### src/rtl/io_pad_bridge.sv
// Bidirectional pad bridge: synchronises the off-chip side, arbitrates pad
// ownership with a turnaround gap, and flags drive contention.
// Optional build macro IO_PAD_BRIDGE_CONTENTION_CNT_EN adds a saturating event counter.
//
// state | meaning
// KEEP  | nobody drives, O_top holds last value (bus keeper)
// FAB   | fabric drives the pad, O_top follows I_top
// TURN  | fabric released, pad undriven for TURNAROUND cycles
// EXT   | off-chip side drives, O_top follows synchronised PAD_I
module io_pad_bridge #(
  parameter int SYNC_STAGES = 2,
  parameter int TURNAROUND  = 2,
  parameter int CONT_THRESH = 3,
  parameter int CNT_W       = 8
) (
  input  logic             UserCLK,
  input  logic             RST,
  input  logic             I_top,
  input  logic             T_top,
  output logic             O_top,
  input  logic             PAD_I,
  input  logic             PAD_OE,
  output logic             PAD_O,
  output logic             PAD_T,
  input  logic             clr_contention,
  output logic             contention,
  output logic [CNT_W-1:0] contention_cnt
);

  typedef enum logic [1:0] {
    KEEP = 2'd0,
    FAB  = 2'd1,
    TURN = 2'd2,
    EXT  = 2'd3
  } state_t;

  localparam logic [3:0] TURN_LOAD = 4'(TURNAROUND - 1);
  localparam logic [3:0] THRESH_M1 = 4'(CONT_THRESH - 1);

  state_t                 state_q, state_d;
  logic [SYNC_STAGES-1:0] pad_i_sync_q, pad_oe_sync_q;
  logic                   pad_i_s, pad_oe_s;
  logic [3:0]             turn_cnt_q, turn_cnt_d;
  logic [3:0]             run_cnt_q, run_cnt_d;
  logic                   o_top_q, o_top_d;
  logic                   contention_q, contention_d;
  logic                   pad_t;
  logic                   mismatch, cont_event;

  assign pad_i_s  = pad_i_sync_q[SYNC_STAGES-1];
  assign pad_oe_s = pad_oe_sync_q[SYNC_STAGES-1];

  always_ff @(posedge UserCLK) begin
    if (RST) begin
      pad_i_sync_q  <= '0;
      pad_oe_sync_q <= '0;
    end else begin
      pad_i_sync_q  <= {pad_i_sync_q[SYNC_STAGES-2:0], PAD_I};
      pad_oe_sync_q <= {pad_oe_sync_q[SYNC_STAGES-2:0], PAD_OE};
    end
  end

  // State register together with the counters and flags it sequences.
  always_ff @(posedge UserCLK) begin
    if (RST) begin
      state_q      <= KEEP;
      turn_cnt_q   <= '0;
      run_cnt_q    <= '0;
      o_top_q      <= 1'b0;
      contention_q <= 1'b0;
    end else begin
      state_q      <= state_d;
      turn_cnt_q   <= turn_cnt_d;
      run_cnt_q    <= run_cnt_d;
      o_top_q      <= o_top_d;
      contention_q <= contention_d;
    end
  end

  // Fabric request always wins over the off-chip side, including a TURN abort.
  always_comb begin
    state_d = state_q;
    case (state_q)
      KEEP: if (T_top) state_d = FAB;
            else if (pad_oe_s) state_d = EXT;
      FAB:  if (!T_top) state_d = TURN;
      TURN: if (T_top) state_d = FAB;
            else if (turn_cnt_q == 4'd0) state_d = KEEP;
      EXT:  if (T_top) state_d = FAB;
            else if (!pad_oe_s) state_d = KEEP;
      default: state_d = KEEP;
    endcase
  end

  always_comb begin
    pad_t      = 1'b1;
    o_top_d    = o_top_q;
    turn_cnt_d = turn_cnt_q;
    case (state_q)
      FAB: begin
        pad_t   = 1'b0;
        o_top_d = I_top;
        if (!T_top) turn_cnt_d = TURN_LOAD;
      end
      TURN: if (turn_cnt_q != 4'd0) turn_cnt_d = turn_cnt_q - 4'd1;
      EXT:  o_top_d = pad_i_s;
      default: ;
    endcase
  end

  // The run counter restarts after each event so a stuck mismatch repeats every CONT_THRESH cycles.
  always_comb begin
    mismatch     = (state_q == FAB) && pad_oe_s && (pad_i_s != I_top);
    cont_event   = mismatch && (run_cnt_q == THRESH_M1);
    run_cnt_d    = (mismatch && !cont_event) ? run_cnt_q + 4'd1 : 4'd0;
    contention_d = cont_event | (contention_q & ~clr_contention);
  end

  assign PAD_T      = pad_t;
  assign PAD_O      = I_top;
  assign O_top      = o_top_q;
  assign contention = contention_q;

`ifdef IO_PAD_BRIDGE_CONTENTION_CNT_EN
  logic [CNT_W-1:0] cnt_q;

  always_ff @(posedge UserCLK) begin
    if (RST) cnt_q <= '0;
    else if (cont_event && (cnt_q != {CNT_W{1'b1}})) cnt_q <= cnt_q + CNT_W'(1);
  end

  assign contention_cnt = cnt_q;
`else
  assign contention_cnt = '0;
`endif

endmodule

### config.mk
export PLATFORM = sky130hd
export DESIGN_NAME = io_pad_bridge
export DESIGN_NICKNAME = d
export VERILOG_FILES = /design/src/rtl/io_pad_bridge.sv
export SDC_FILE = /design/constraint.sdc
export NUM_CORES = 1
export LEC_CHECK = 0
export BUFFER_PORTS_ARGS = -buffer_cell sky130_fd_sc_hd__buf_4
export CORE_MARGIN = 5
export CORE_UTILIZATION = 45
export CTS_CLUSTER_SIZE = 10
export DETAILED_ROUTE_END_ITERATION = 7
export GPL_TIMING_DRIVEN = 0
export PLACE_DENSITY = 0.72
export REMOVE_ABC_BUFFERS = 1
export SLEW_MARGIN = 20
export SYNTH_ARGS = -nofsm -noshare
export SYNTH_HDL_FRONTEND = slang
export SYNTH_SLANG_ARGS = --single-unit
### constraint.sdc
create_clock -name UserCLK -period 1.45 [get_ports UserCLK]
set_input_delay 0.2175 -clock UserCLK [delete_from_list [all_inputs] [get_ports UserCLK]]
set_output_delay 0.2175 -clock UserCLK [all_outputs]
set_load 0.05 [all_outputs]
-- After elaboration in Yosys (flattened, before gate mapping)
Index checks and enable logic that the tools add are counted.
- memory bits (writable): 0
- output and inout port bits: 12
- word-level logic and storage cells: 49
- latch bits: 0
- memories: 0
- register bits after elaboration: 16
- bits in read-only memories: 0
- bits of input ports: 7
- mux-type cells: 13
- divide/modulo/power cells: 0
- multiply operators: 0
- magnitude comparators: 0
- shift-type cells: 0
- equal/unequal tests: 10
- $add $sub $neg: 2
- bitwise logic cells: 4
- reductions and logical operators: 13
- operator list (cell ; number):
    two-way mux 2 bit ; 7
    != test 3 bit, second input constant ; 3
    two-way mux 4 bit ; 2
    case mux 2 bit (4 select lines) ; 1
    case mux 4 bit (2 select lines) ; 1
    adder 4 x 1 -> 4 bit, second input constant ; 1
    equality test 2 bit, second input constant ; 2
    equality test 4 x 2 -> 1 bit, second input constant ; 1
    logical AND 1 bit ; 4
    zero test 4 bit ; 1
    != test 2 bit, second input constant ; 2
    AND reduction 4 bit ; 1
    nonzero test 2 bit ; 2
    nonzero test 4 bit ; 1
    subtractor 4 x 1 -> 4 bit, second input constant ; 1
    AND reduction 3 bit ; 1
    equality test 2 x 1 -> 1 bit, second input constant ; 1
    zero test 2 bit ; 1
    NOT 1 bit ; 2
    case mux 1 bit (2 select lines) ; 1
    OR reduction 2 bit ; 1
    AND 1 bit ; 1
    zero test 1 bit ; 1
    two-way mux 1 bit ; 1
    2 further kinds ; 2

-- Logic depth before layout (Yosys ltp)
- depth in word-level cells: 8
- depth in mapped cells: 6
- depth with buffers taken out: 6

-- Worst setup path before layout
No wires, ideal clock.
- path type: register to register
- start: register turn_cnt_q[0]
- end: register turn_cnt_q[3]
- library setup time: 59 ps
- arrival time: 1510 ps
- clock period less this slack: 1569 ps
- stages on the path, launching flop included: 7
- path buffers: 0
- path slack: -119 ps
- required time: 1391 ps
- path through: dfxtp_1 inv_1 ha_1 nor3b_1 o22a_1 or4b_1 nand2_1
- word-level cells in the longest chain between the ends: 3
- elaborated cells between the ends (all ways): 6
- those cells by class: add/sub (1); eq/ne (1); mux (2); reduce/logical (2)
- RTL lines (what ; RTL line ; text):
    from (decl) ; 43 ; logic [3:0] turn_cnt_q, turn_cnt_d;
    from (signal assigned) ; 73 ; turn_cnt_q <= turn_cnt_d;
    subtractor 4 x 1 -> 4 bit or nonzero test 4 bit (tied branches) ; 105 ; TURN: if (turn_cnt_q != 4'd0) turn_cnt_d = turn_cnt_q - 4'd1;
    two-way mux 4 bit or != test 2 bit (tied branches) ; -- ;
    case mux 4 bit (2 select lines) or AND reduction 3 bit (tied branches) ; -- ;
Parallel ways exist; a longest one is shown, timed or not. The select of a mux whose other input is x is not followed.
A chain may end at the register's enable or synchronous reset.

-- Worst setup path in the final report
Same ends and word-level chain as after synthesis.

==> impl_metrics.yaml <==
final_layout:
  nets: 106
  multi_input_area_um2: 385.4
  syn_to_final_growth_pct: 20.07
  drive_gt1_share_pct: 30.53
  antenna_cells: 0
  instances_no_fill: 111
  stdcell_area_um2: 890.9
  n_fill_cell: 145
  seq_area_um2: 325.3
timing:
  hold_ws_ps: 129.8
  fin_crit_sh_pct: 100.6
  finalWorstSetupSlack_ps: -9.227
  period_needed_ps: 1459
  rsz0062_at_grt: "true"
  fmax_mhz: 685.3
  slew_viol_final: 0
  clock_skew_ps: 6.413
  setup_viol: 1
  finalHoldViolCount: 0
clock_tree:
  clock-root-buffer: "clkbuf_4"
  cts-htree-levels: 1
  clkLatencyLatePin_ps: 280
  cts_tree: "built"
  numCtsBuffers: 3
  cts_num_sinks: 16
  cts.path.max_buffers: 2
  ctsHoldBuffers: 0
  clk_pin_slew_ps: 90
synth:
  ys.flop_type: "dfxtp_1"
  ys_seq_elements: 16
  yosys_warnings: 0
  synth_top_area_share_pct: 43.17
  ys_async_sr_fraction_pct: 0
  yosysMostFrequentCell: "dfxtp_1"
  syn_area_per_cell_um2: 9.275
  synth_edf_count: 0
  synth_common_cells: "dfxtp_1 (16), buf_4 (9), nor2_1 (8), inv_1 (5), nor2b_1 (5)"
  synth_top_cell_by_area: "dfxtp_1"
  synth-seq-area-share_pct: 43.17
  ys_types: 30
  syn_inst: 80
  synth.area.top_cells: "dfxtp_1 (43%), buf_4 (9.1%), ha_1 (5.1%), nor2b_1 (4.2%), nor2_1 (4.0%)"
  syn_area_um2: 742.0
worst_hold_path:
  hold_class: "primary input to flip-flop"
  min-delay-start: "T_top"
floorplan:
  ios: 19
  core_region_area_mm2: 0.001541
  die_w_um: 50.61
  die_h_um: 50.61
  core.rowCount: 14
  start_util_pct: 48.13
  die_area_mm2: 0.002561
placed_design:
  pre_cts_slack_ps: -210.9
  portBuffers: 10
  dp_hpwl_um: 871
  place_area_um2: 792.0
  gp_congestion: 0.7367
  post-place-cells: 103
power_and_ir_drop:
  power_density_mw_per_mm2: 1053
  switching_share_pct: 27.84
  p_switching_uw: 261.1
  combPwrFrac_pct: 19.1
  total_power_uw: 937.8
  ir_drop_mv: 0.4398
  p_leak_nw: 0.3706
  p_clk_share_pct: 30.3
  p_seq_share_pct: 50.6
  intPower_uw: 676.8
worst_setup_path:
  worstPathArrival_ps: 1690
  worstSetupStartpoint: "turn_cnt_q[0]"
  cp-start-kind: "flip-flop"
  critPathBufInv: 1
  reg2reg_slack_ps: -9
  r2r-start: "turn_cnt_q[0]"
  cp-end-kind: "flip-flop"
  crit_path_cell_trace: "inv_2, ha_4, nor3b_4, o22a_1, or4b_1, nand2_1"
  crit_family: "simple AND/OR/NAND/NOR gates"
  crit_slowest_cell: "or4b_1"
  path_max_fanout: 4
  crit_type: "flip-flop to flip-flop"
  required_ps: 1680
  slowest_delay_ps: 460
grt:
  grt_overflow_total: 0
  grt_pass1_vias: 540
  grt_pass1_wl_mm: 2.201
  grt_max_degree: 14
  grt_usage_pct: 10.91
  grt_antenna_before_repair: 0
run:
  cap_viol_max_count: 0
detailed_routing:
  wl_per_cell_um: 11.50
  wirelength_mm: 1.276
  drc: 0
  vias: 577
  first_iter_violations: 12
  postRouteAntennaNets: 0
  firstDrtPassIters: 4
  drt-vias-per-instance: 5.198
run_status:
  violations: "setup timing"
  status: "complete, but fails checks"
==> power by group through the flow <==
stage	Combinational, mW	Sequential, mW	Clock (mW)
2_1_floorplan	0.104	0.486	0
3_3_place_gp	0.151	0.481	0
3_5_place_dp	0.153	0.481	0
4_1_cts	0.172	0.473	0.300
5_1_grt	0.192	0.478	0.329
6_report	0.179	0.474	0.284
==> placed cells by master, fill, tap and decap left out <==
cell type   n
o211ai_1    2
nor3b_4     1
nor2b_1     5
dfxtp_1    12
a31oi_1     1
inv_2       2
nor3_1      2
nand4b_1    1
xnor2_1     2
or3_1       2
nand2_1     4
buf_4      14
nand2b_1    1
inv_1       3
a21oi_1     2
xor2_1      1
nor2_1      8
ha_4        1
nand2b_4    1
a211oi_1    2
o22ai_1     2
clkbuf_8    1
conb_1      8
clkbuf_4    3
mux2i_1     1
a211o_1     1
dfxtp_2     4
ha_1        2
o22a_1      1
or3b_4      1
a2111oi_1   1
or4b_1      1
nand3_1     1
o21ba_2     1
==> per-stage QoR <==
step / util (%) / TNS, ps
2_1_floorplan: - / -119.4
3_3_place_gp: 51.38 / -203.4
3_5_place_dp: 51.38 / -263.7
4_1_cts: 56.98 / 0
5_1_grt: 57.79 / -210.1
6_report: 57.79 / -9.227
==> cells by family (layout without fill, tap and decap cells) <==
kind of cell / count (synthesis) / after routing / share of synthesized area (%)
flip-flops: 16 / 16 / 43.17
AO/OA/AOI/OAI: 13 / 13 / 12.82
adder cells (fa/ha/maj): 3 / 3 / 5.060
AND/OR/NAND/NOR: 28 / 28 / 21.42
other: 1 / 8 / 0.5054
XOR/XNOR: 3 / 3 / 3.542
buffers and inverters: 15 / 23 / 12.14
multiplexers: 1 / 1 / 1.349
==> metal layers <==
metal	vias to the layer above	GRT usage, %	wire length (um)
li1	286	-	-
met1	272	12.26	527
met2	17	18.39	630
met3	2	3.550	103
met4	0	5.106	15
met5	-	0	0
==> area by class of cell <==
cell class / instances / share of cell area, %
sequential: 16 / 36.52
multi-input combinational: 56 / 43.26
timing repair buffer: 14 / 11.80
clock buffer: 4 / 4.073
tap: 16 / 2.247
inverter: 5 / 2.107
==> registers in the layout, summed over array words and instances, names as in the netlist <==
signal / cells
contention: 1
pad_i_sync_q: 2
turn_cnt_q: 4
O_top: 1
run_cnt_q: 4
pad_oe_sync_q: 2
state_q: 2
==> repair_timing <==
| action | in CTS | in global routing |
|---|---|---|
| pin swaps | 4 | 1 |
| buffers inserted | 4 | 0 |
| resized for setup | 8 | 4 |
| setup endpoints to repair | 5 | 7 |
==> final timing paths <==
path,end,cells after the start
hold / removal,state_q[1],2
setup reg to reg,turn_cnt_q[3],6
setup / recovery,turn_cnt_q[3],6
hold reg to reg,pad_i_sync_q[1],1
Power figures use the tool's default switching activity.
